<file path="src/rtl/pseudo_checker_sat_counter.sv">
// Saturating up-counter with synchronous clear (clear wins over increment).
// Latency: count visible one cycle after the increment/clear is sampled.
// Backpressure: none; holds at all-ones once saturated.
module pseudo_checker_sat_counter #(
    parameter int CNT_W = 16
) (
    input  logic             i_clk,
    input  logic             i_rst_n,
    input  logic             i_inc,
    input  logic             i_clr,
    output logic [CNT_W-1:0] o_cnt
);

    logic [CNT_W-1:0] r_cnt;

    // Count up on i_inc, stick at the maximum, clear takes priority.
    always_ff @(posedge i_clk or negedge i_rst_n) begin
        if (!i_rst_n) begin
            r_cnt <= '0;
        end else if (i_clr) begin
            r_cnt <= '0;
        end else if (i_inc && (r_cnt != {CNT_W{1'b1}})) begin
            r_cnt <= r_cnt + 1'b1;
        end
    end

    assign o_cnt = r_cnt;

endmodule

</file>
<file path="config.mk">
export PLATFORM = sky130hd
export DESIGN_NAME = pseudo_checker_sat_counter
export DESIGN_NICKNAME = d
export VERILOG_FILES = /design/src/rtl/pseudo_checker_sat_counter.sv
export SDC_FILE = /design/constraint.sdc
export NUM_CORES = 1
export LEC_CHECK = 0
export ABC_CLOCK_PERIOD_IN_PS = 2700
export CORE_ASPECT_RATIO = 1.25
export CORE_UTILIZATION = 49
export CTS_CLUSTER_DIAMETER = 50
export CTS_CLUSTER_SIZE = 14
export DETAILED_ROUTE_END_ITERATION = 10
export PLACE_DENSITY = 0.77
export RECOVER_POWER = 50
export SLEW_MARGIN = 25
export SYNTH_ARGS = -nofsm -noshare
export SYNTH_HDL_FRONTEND = slang
export SYNTH_SLANG_ARGS = --single-unit
</file>
<file path="constraint.sdc">
create_clock -name i_clk -period 2.7 [get_ports i_clk]
set_clock_uncertainty 0.15 [all_clocks]
set_input_delay 0.54 -clock i_clk [delete_from_list [all_inputs] [get_ports i_clk]]
set_output_delay 0.54 -clock i_clk [all_outputs]
set_load 0.02 [all_outputs]
</file>
==> results by group, run 1 <==
Yosys
  – Yosys top cell area share: 42.5%
  – Synth Register Bits: 16
  – Synth Cell Area: 942 um^2
  – Post-synthesis sequential area ratio: 42.5%
  – Asr flop ratio synth: 100%
  – Top cell type by total area after synthesis: dfrtp_1
  – Post-synth EDFFs: 0
  – Syn avg cell area: 9.61 um^2
  – Synth area leaders: dfrtp_1 (42%), a21oi_1 (5.8%), o31ai_1 (5.6%), mux2_1 (4.8%), nand4_1 (4.0%)
  – Post-Syn Instances: 98
  – Most frequent cell after synthesis: dfrtp_1
  – Synthesized netlist net count: 103
  – Top_reg_cell synth: dfrtp_1
  – Synth Warn #: 0
  – Synth unique cells: 28
  – Most instantiated cells after synthesis: dfrtp_1 (16), a21oi_1 (11), o31ai_1 (7)

STA
  – Max Transition Viols Final: 0
  – Final TNS setup: 0 ps
  – Setup violators final: 0
  – Hold Vio Cnt, Final: 0
  – Slew HR: 51.1%
  – Crit share post-route: 82.0%
  – Tmin final: 2210 ps
  – Worst slew pin tran: 730 ps
  – RSZ-0062 raised after global routing: no
  – Peak Freq: 0.452 GHz

Global routing
  – First-pass GRT wire length: 3450 um
  – Total grt overflow: 0
  – Initial antenna violation count: 0
  – GRT Util Overall: 24.2%
  – Number of global-route vias before repair: 789
  – Largest net degree at the start of global routing: 23

Finish
  – Antenna diodes: 0
  – Non-filler cells, final: 137
  – Fillers: 166
  – Area Overhead vs Synth: 24.8%
  – Layout cell share with drive strength beyond 1: 11.9%
  – Post-layout nets: 124
  – Max reg flops: 16

Placed design
  – Gpl congestion: 0.761
  – Final HPWL DP: 1500 um
  – I/O Buffers: 19
  – DP Cell Count: 133

Routing
  – DR pass1 iterations: 4
  – Post-route ant nets: 0
  – Post-route DRC: 0
  – Routed wire per std cell: 15.5 um
  – Via count: 884
  – Initial DRC count: 11
  – Final wirelength: 2130 um
  – Vias/cell: 6.45

Floorplanning
  – Die area: 0.00210 mm^2
  – Std-Cell Rows: 17
  – Die width: 41.2 um
  – Die Height: 51.0 um
  – Placeable Area: 0.00179 mm^2
  – Initial Util: 52.7%
  – # IOs: 20

Worst setup path
  – CP Max Fanout: 12
  – Worst reg2reg setup slack: 490 ps
  – Critical Path Sink Type: flip-flop
  – Reg2Reg Launch Point: o_cnt[0]$_DFFE_PN0P_
  – Crit. Startpoint: o_cnt[0]$_DFFE_PN0P_
  – Worst Reg-to-Reg Cells: 5
  – WP data required: 2730 ps
  – RR Endpoint: o_cnt[15]$_DFFE_PN0P_
  – Startpoint types: flip-flop
  – CP arrival: 2250 ps
  – Crit Path Category: reg2reg
  – CP Capture Point: o_cnt[15]$_DFFE_PN0P_

Clocking
  – Number of setup buffers added after CTS: 0
  – Clock Tree Buf Depth: 2
  – Clock Sinks: 16
  – # hold bufs at CTS: 0
  – TritonCTS clock tree: built
  – Clk root buf: clkbuf_4
  – Number of CTS-inserted buffers: 3
  – Clock transition at path regs: 100 ps
  – Skew-Pair Late Insertion Delay: 290 ps
  – H-tree levels: 1
  – Post-cts resize count: 0

Run status
  – Status: complete, no violations

Worst hold path
  – Hold WC Path Type: reg2reg

Power and ir drop
  – Leakage: 0.000480 uW
  – Worst VDD drop: 0.286 mV
  – Power Density: 375 mW/mm^2

Flow run
  – Max cap viols: 0
-- final cells by class --
| cell class | count | area (um^2) | share of cell area (%) |
|---|---|---|---|
| Inverter | 3 | 11.3 | 0.957 |
| Tap cell | 19 | 23.8 | 2.02 |
| Multi-Input combinational cell | 74 | 499 | 42.4 |
| Sequential cell | 16 | 400 | 34.0 |
| Clock buffer | 4 | 36.3 | 3.09 |
| Timing Repair Buffer | 21 | 205 | 17.4 |
-- worst min-delay path by stage --
stage | slack, ps | to | start | cells past startpoint
after floorplan | 90 | o_cnt[0]$_DFFE_PN0P_ | i_rst_n | 0
after global placement | 440 | o_cnt[14]$_DFFE_PN0P_ | o_cnt[14]$_DFFE_PN0P_ | 2
after detailed placement | 440 | o_cnt[14]$_DFFE_PN0P_ | o_cnt[14]$_DFFE_PN0P_ | 2
after CTS | 450 | o_cnt[14]$_DFFE_PN0P_ | o_cnt[14]$_DFFE_PN0P_ | 2
after global routing | 500 | o_cnt[10]$_DFFE_PN0P_ | o_cnt[10]$_DFFE_PN0P_ | 2
final | 450 | o_cnt[14]$_DFFE_PN0P_ | o_cnt[14]$_DFFE_PN0P_ | 2
-- cell families (layout without fill, tap and decap cells) --
logic type	Yosys count	count (layout)	share of synthesized area, %
AND/OR/NAND/NOR	45	45	31.2
AO/OA/AOI/OAI	24	24	16.2
adder cells (fa/ha/maj)	1	1	1.33
multiplexers	4	4	4.78
flip-flops	16	16	42.5
buffers and inverters	8	28	3.98
-- placed cells by master, fill, tap and decap left out, drive strengths merged, types with 2 or more instances in the layout --
cell           instances
nor2b                  4
or3                    3
dlygate4sd3            7
o21ai                  4
and3                   2
buf                    2
nand4                  7
a21oi                 11
o31ai                  7
clkdlybuf4s50         12
inv                    3
nand3                  3
nor4                   5
nor2                   4
and4                   2
mux2                   4
or4                    7
dfrtp                 16
nand2                  6
clkbuf                 4
-- power by group --
group          leakage [uW]  switching, uW  internal (uW)
clock             0.0000210           80.8           82.3
combinational      0.000237           21.2           11.6
sequential         0.000222           2.98            242
total              0.000480            105            336
-- worst max-delay path, stage by stage (launching register included) --
cell,delay (ps)
dfrtp_1,430
ha_1,270
nand4_2,140
nor4_4,620
nor4_1,160
mux2_1,330
-- layer usage --
layer  vias to the layer above  GRT usage, %  share of wire, %
li1                        421             -                 -
met4                         0          12.9               2.3
met2                        20          39.6                51
met3                         5          2.61               3.5
met1                       438          29.4                44
met5                         -             0                 0
-- through the flow --
step / hold slack, ps / power (uW) / area, um^2 / utilization [%] / worst slack, ps
2_1_floorplan: 94.4 / 265 / 942 / - / 667
3_3_place_gp: 442 / 282 / 1140 / 64.1 / 329
3_5_place_dp: 438 / 283 / 1140 / 64.1 / 264
4_1_cts: 454 / 448 / 1180 / 66.1 / 485
5_1_grt: 504 / 461 / 1180 / 65.8 / 354
6_report: 454 / 441 / 1180 / 65.8 / 486
No activity file was read; power rests on OpenSTA's default activity.
==> inputs of run 2 (changes only) <==
--- a/config.mk
+++ b/config.mk
@@ -5,7 +5,7 @@
 export SDC_FILE = /design/constraint.sdc
 export NUM_CORES = 1
 export LEC_CHECK = 0
-export ABC_CLOCK_PERIOD_IN_PS = 2700
+export ABC_CLOCK_PERIOD_IN_PS = 2200
 export CORE_ASPECT_RATIO = 1.25
 export CORE_UTILIZATION = 49
 export CTS_CLUSTER_DIAMETER = 50
==> constraint.sdc (replaced) <==
create_clock -name i_clk -period 2.2 [get_ports i_clk]
set_clock_uncertainty 0.15 [all_clocks]
set_input_delay 0.44 -clock i_clk [delete_from_list [all_inputs] [get_ports i_clk]]
set_output_delay 0.44 -clock i_clk [all_outputs]
set_load 0.02 [all_outputs]
==> results by group, run 2 (synthesis gave the netlist of run 1 again) <==
Routing
  – Via count: 953 (+7.8%)
  – Initial DRC count: 47 (+36)
  – Post-route ant nets: 0 (unchanged)
  – Routed wire per std cell: 16.4 um (+5.8%)
  – Vias/cell: 6.71 (+4.0%)
  – DR pass1 iterations: 4 (unchanged)
  – Final wirelength: 2330 um (+9.6%)
  – Post-route DRC: 0 (unchanged)

Flow run
  – Max cap viols: 0 (unchanged)

Worst setup path
  – Worst path depth: 4 (-1)
  – CP arrival: 2170 ps (-80 ps)
  – Critical Path Sink Type: flip-flop
  – Startpoint types: flip-flop
  – Slowest-stage cell, CP: dfrtp_1
  – Worst Reg-to-Reg Cells: 4 (-1)
  – CP peak stage delay: 500 ps (-120 ps)
  – WP data required: 2230 ps (-500 ps)
  – CP Max Fanout: 8 (-4)
  – Critical path buffers and inverters: 0 (unchanged)
  – Crit path max-delay family: simple AND/OR/NAND/NOR gates
  – Crit Path Category: reg2reg
  – Worst path cell trace: and4_2 > nand4_1 > nor4_1 > mux2_1

STA
  – Peak Freq: 0.468 GHz (+3.6%)
  – Slew HR: 41.6% (-9.5 points)
  – Setup violators final: 0 (unchanged)
  – Tmin final: 2140 ps (-77.1 ps)
  – RSZ-0062 raised after global routing: no
  – Crit share post-route: 97.1% (+15 points)
  – Final hold slack: 459 ps (+5.04 ps)
  – Max Transition Viols Final: 0 (unchanged)
  – Hold Vio Cnt, Final: 0 (unchanged)
  – Final TNS setup: 0 ps (unchanged)
  – Worst slew pin tran: 875 ps (+145 ps)

Worst hold path
  – Hold WC Path Type: reg2reg
  – Hold depth: 2 (unchanged)

Global routing
  – Number of global-route vias before repair: 861 (+9.1%)
  – First-pass GRT wire length: 3660 um (+6.0%)
  – GRT Util Overall: 25.3% (+1.1 points)
  – Initial antenna violation count: 0 (unchanged)
  – Total grt overflow: 0 (unchanged)
  – Largest net degree at the start of global routing: 17 (-26%)

Clocking
  – Clock Sinks: 16 (unchanged)
  – Clock transition at path regs: 100 ps (about the same)
  – Number of CTS-inserted buffers: 3 (unchanged)
  – Clk root buf: clkbuf_4
  – Post-cts resize count: 0 (unchanged)
  – # hold bufs at CTS: 0 (unchanged)
  – TritonCTS clock tree: built
  – H-tree levels: 1 (unchanged)
  – Number of setup buffers added after CTS: 0 (unchanged)
  – Skew-Pair Late Insertion Delay: 290 ps (about the same)
  – Clock Tree Buf Depth: 2 (unchanged)

Floorplanning
  – # IOs: 20 (unchanged)
  – Die width: 41.2 um (unchanged)
  – Initial Util: 52.7% (unchanged)
  – Die Height: 51.0 um (unchanged)
  – Placeable Area: 0.00179 mm^2 (unchanged)
  – Die area: 0.00210 mm^2 (unchanged)
  – Std-Cell Rows: 17 (unchanged)

Power and ir drop
  – Power Density: 450 mW/mm^2 (+20%)
  – Pwr Total: 546 uW (+24%)
  – Int Pwr: 416 uW (+24%)
  – Worst VDD drop: 0.310 mV (+8.6%)
  – Net Sw Frac: 23.9% (+0.033 points)
  – Clock power share: 36.7% (-0.3 points)
  – Comb power frac: 8.5% (+1.0 points)
  – Switch Pwr: 130 uW (+24%)
  – Leakage: 0.000504 uW (+5.0%)
  – Reg power frac: 54.8% (-0.7 points)

Finish
  – Post-layout nets: 129 (+4.0%)
  – Core Util, Final: 68.0% (+2.2 points)
  – Layout cell share with drive strength beyond 1: 15.4% (+3.6 points)
  – Register area: 400 um^2 (unchanged)
  – Antenna diodes: 0 (unchanged)
  – Max reg flops: 16 (unchanged)
  – Most frequent cells in the layout: dfrtp_1 (16), clkdlybuf4s50_1 (14), a21oi_1 (11)
  – Non-filler cells, final: 142 (+3.6%)
  – Most common cell after layout, fill and taps aside: dfrtp_1
  – Area Overhead vs Synth: 29.0%
  – Fillers: 145 (-13%)
  – Area of the multi-input gates: 504 um^2 (+1.0%)

Placed design
  – Gpl congestion: 0.789 (+3.7%)
  – I/O Buffers: 19 (unchanged)
  – Final HPWL DP: 1650 um (+10%)
  – DP Cell Count: 138 (+3.8%)

Run status
  – Status: complete, no violations
run 2: changes by cell type in the layout (fill, tap and decap cells not counted), sizes merged:
cell           delta
clkdlybuf4s50     +2
clkbuf            +1
dlygate4sd3       -2
buf               +4
run 2: final timing paths:
check	end	start	slack (ps)
max	o_cnt[13]$_DFFE_PN0P_	o_cnt[2]$_DFFE_PN0P_	60
min	o_cnt[14]$_DFFE_PN0P_	o_cnt[14]$_DFFE_PN0P_	460
max reg2reg	o_cnt[13]$_DFFE_PN0P_	o_cnt[2]$_DFFE_PN0P_	60
min reg2reg	o_cnt[14]$_DFFE_PN0P_	o_cnt[14]$_DFFE_PN0P_	460
max in group asynchronous	o_cnt[7]$_DFFE_PN0P_	i_rst_n	750
min in group asynchronous	o_cnt[6]$_DFFE_PN0P_	i_rst_n	610
run 2: through the flow:
stage          setup slack, ps  cell area [um^2]
2_1_floorplan              167               942
3_3_place_gp              65.9              1180
3_5_place_dp              9.71              1180
4_1_cts                   35.6              1220
5_1_grt                   49.7              1210
6_report                  63.0              1210
run 2: worst register-to-register path, delay by kind of cell, from the launching register on:
| kind | cells | cell delay, ps |
|---|---|---|
| and+or+nand+nor | 3 | 1000 |
| DFF | 1 | 500 |
| muxes | 1 | 370 |
run 2: layout make-up:
type	count	area share, %
Inverter	3	0.927
Tap cell	19	1.96
Timing Repair Buffer	26	19.7
Clock buffer	4	2.99
Multi-Input combinational cell	74	41.5
Sequential cell	16	33.0
run 2: layer usage:
metal	track usage (%)	wire [um]	vias to the layer above
li1	-	-	430
met1	31.3	962	462
met2	42.7	1180	51
met3	3.91	129	10
met4	8.06	56	0
met5	0	0	-
run 2: power by group through the flow:
| stage | clock, uW | combinational (uW) | sequential (uW) |
|---|---|---|---|
| 2_1_floorplan | 0 | 16.6 | 309 |
| 3_3_place_gp | 0 | 47.3 | 305 |
| 3_5_place_dp | 0 | 48.4 | 305 |
| 4_1_cts | 207 | 48.6 | 299 |
| 5_1_grt | 215 | 52.1 | 300 |
| 6_report | 200 | 46.3 | 299 |
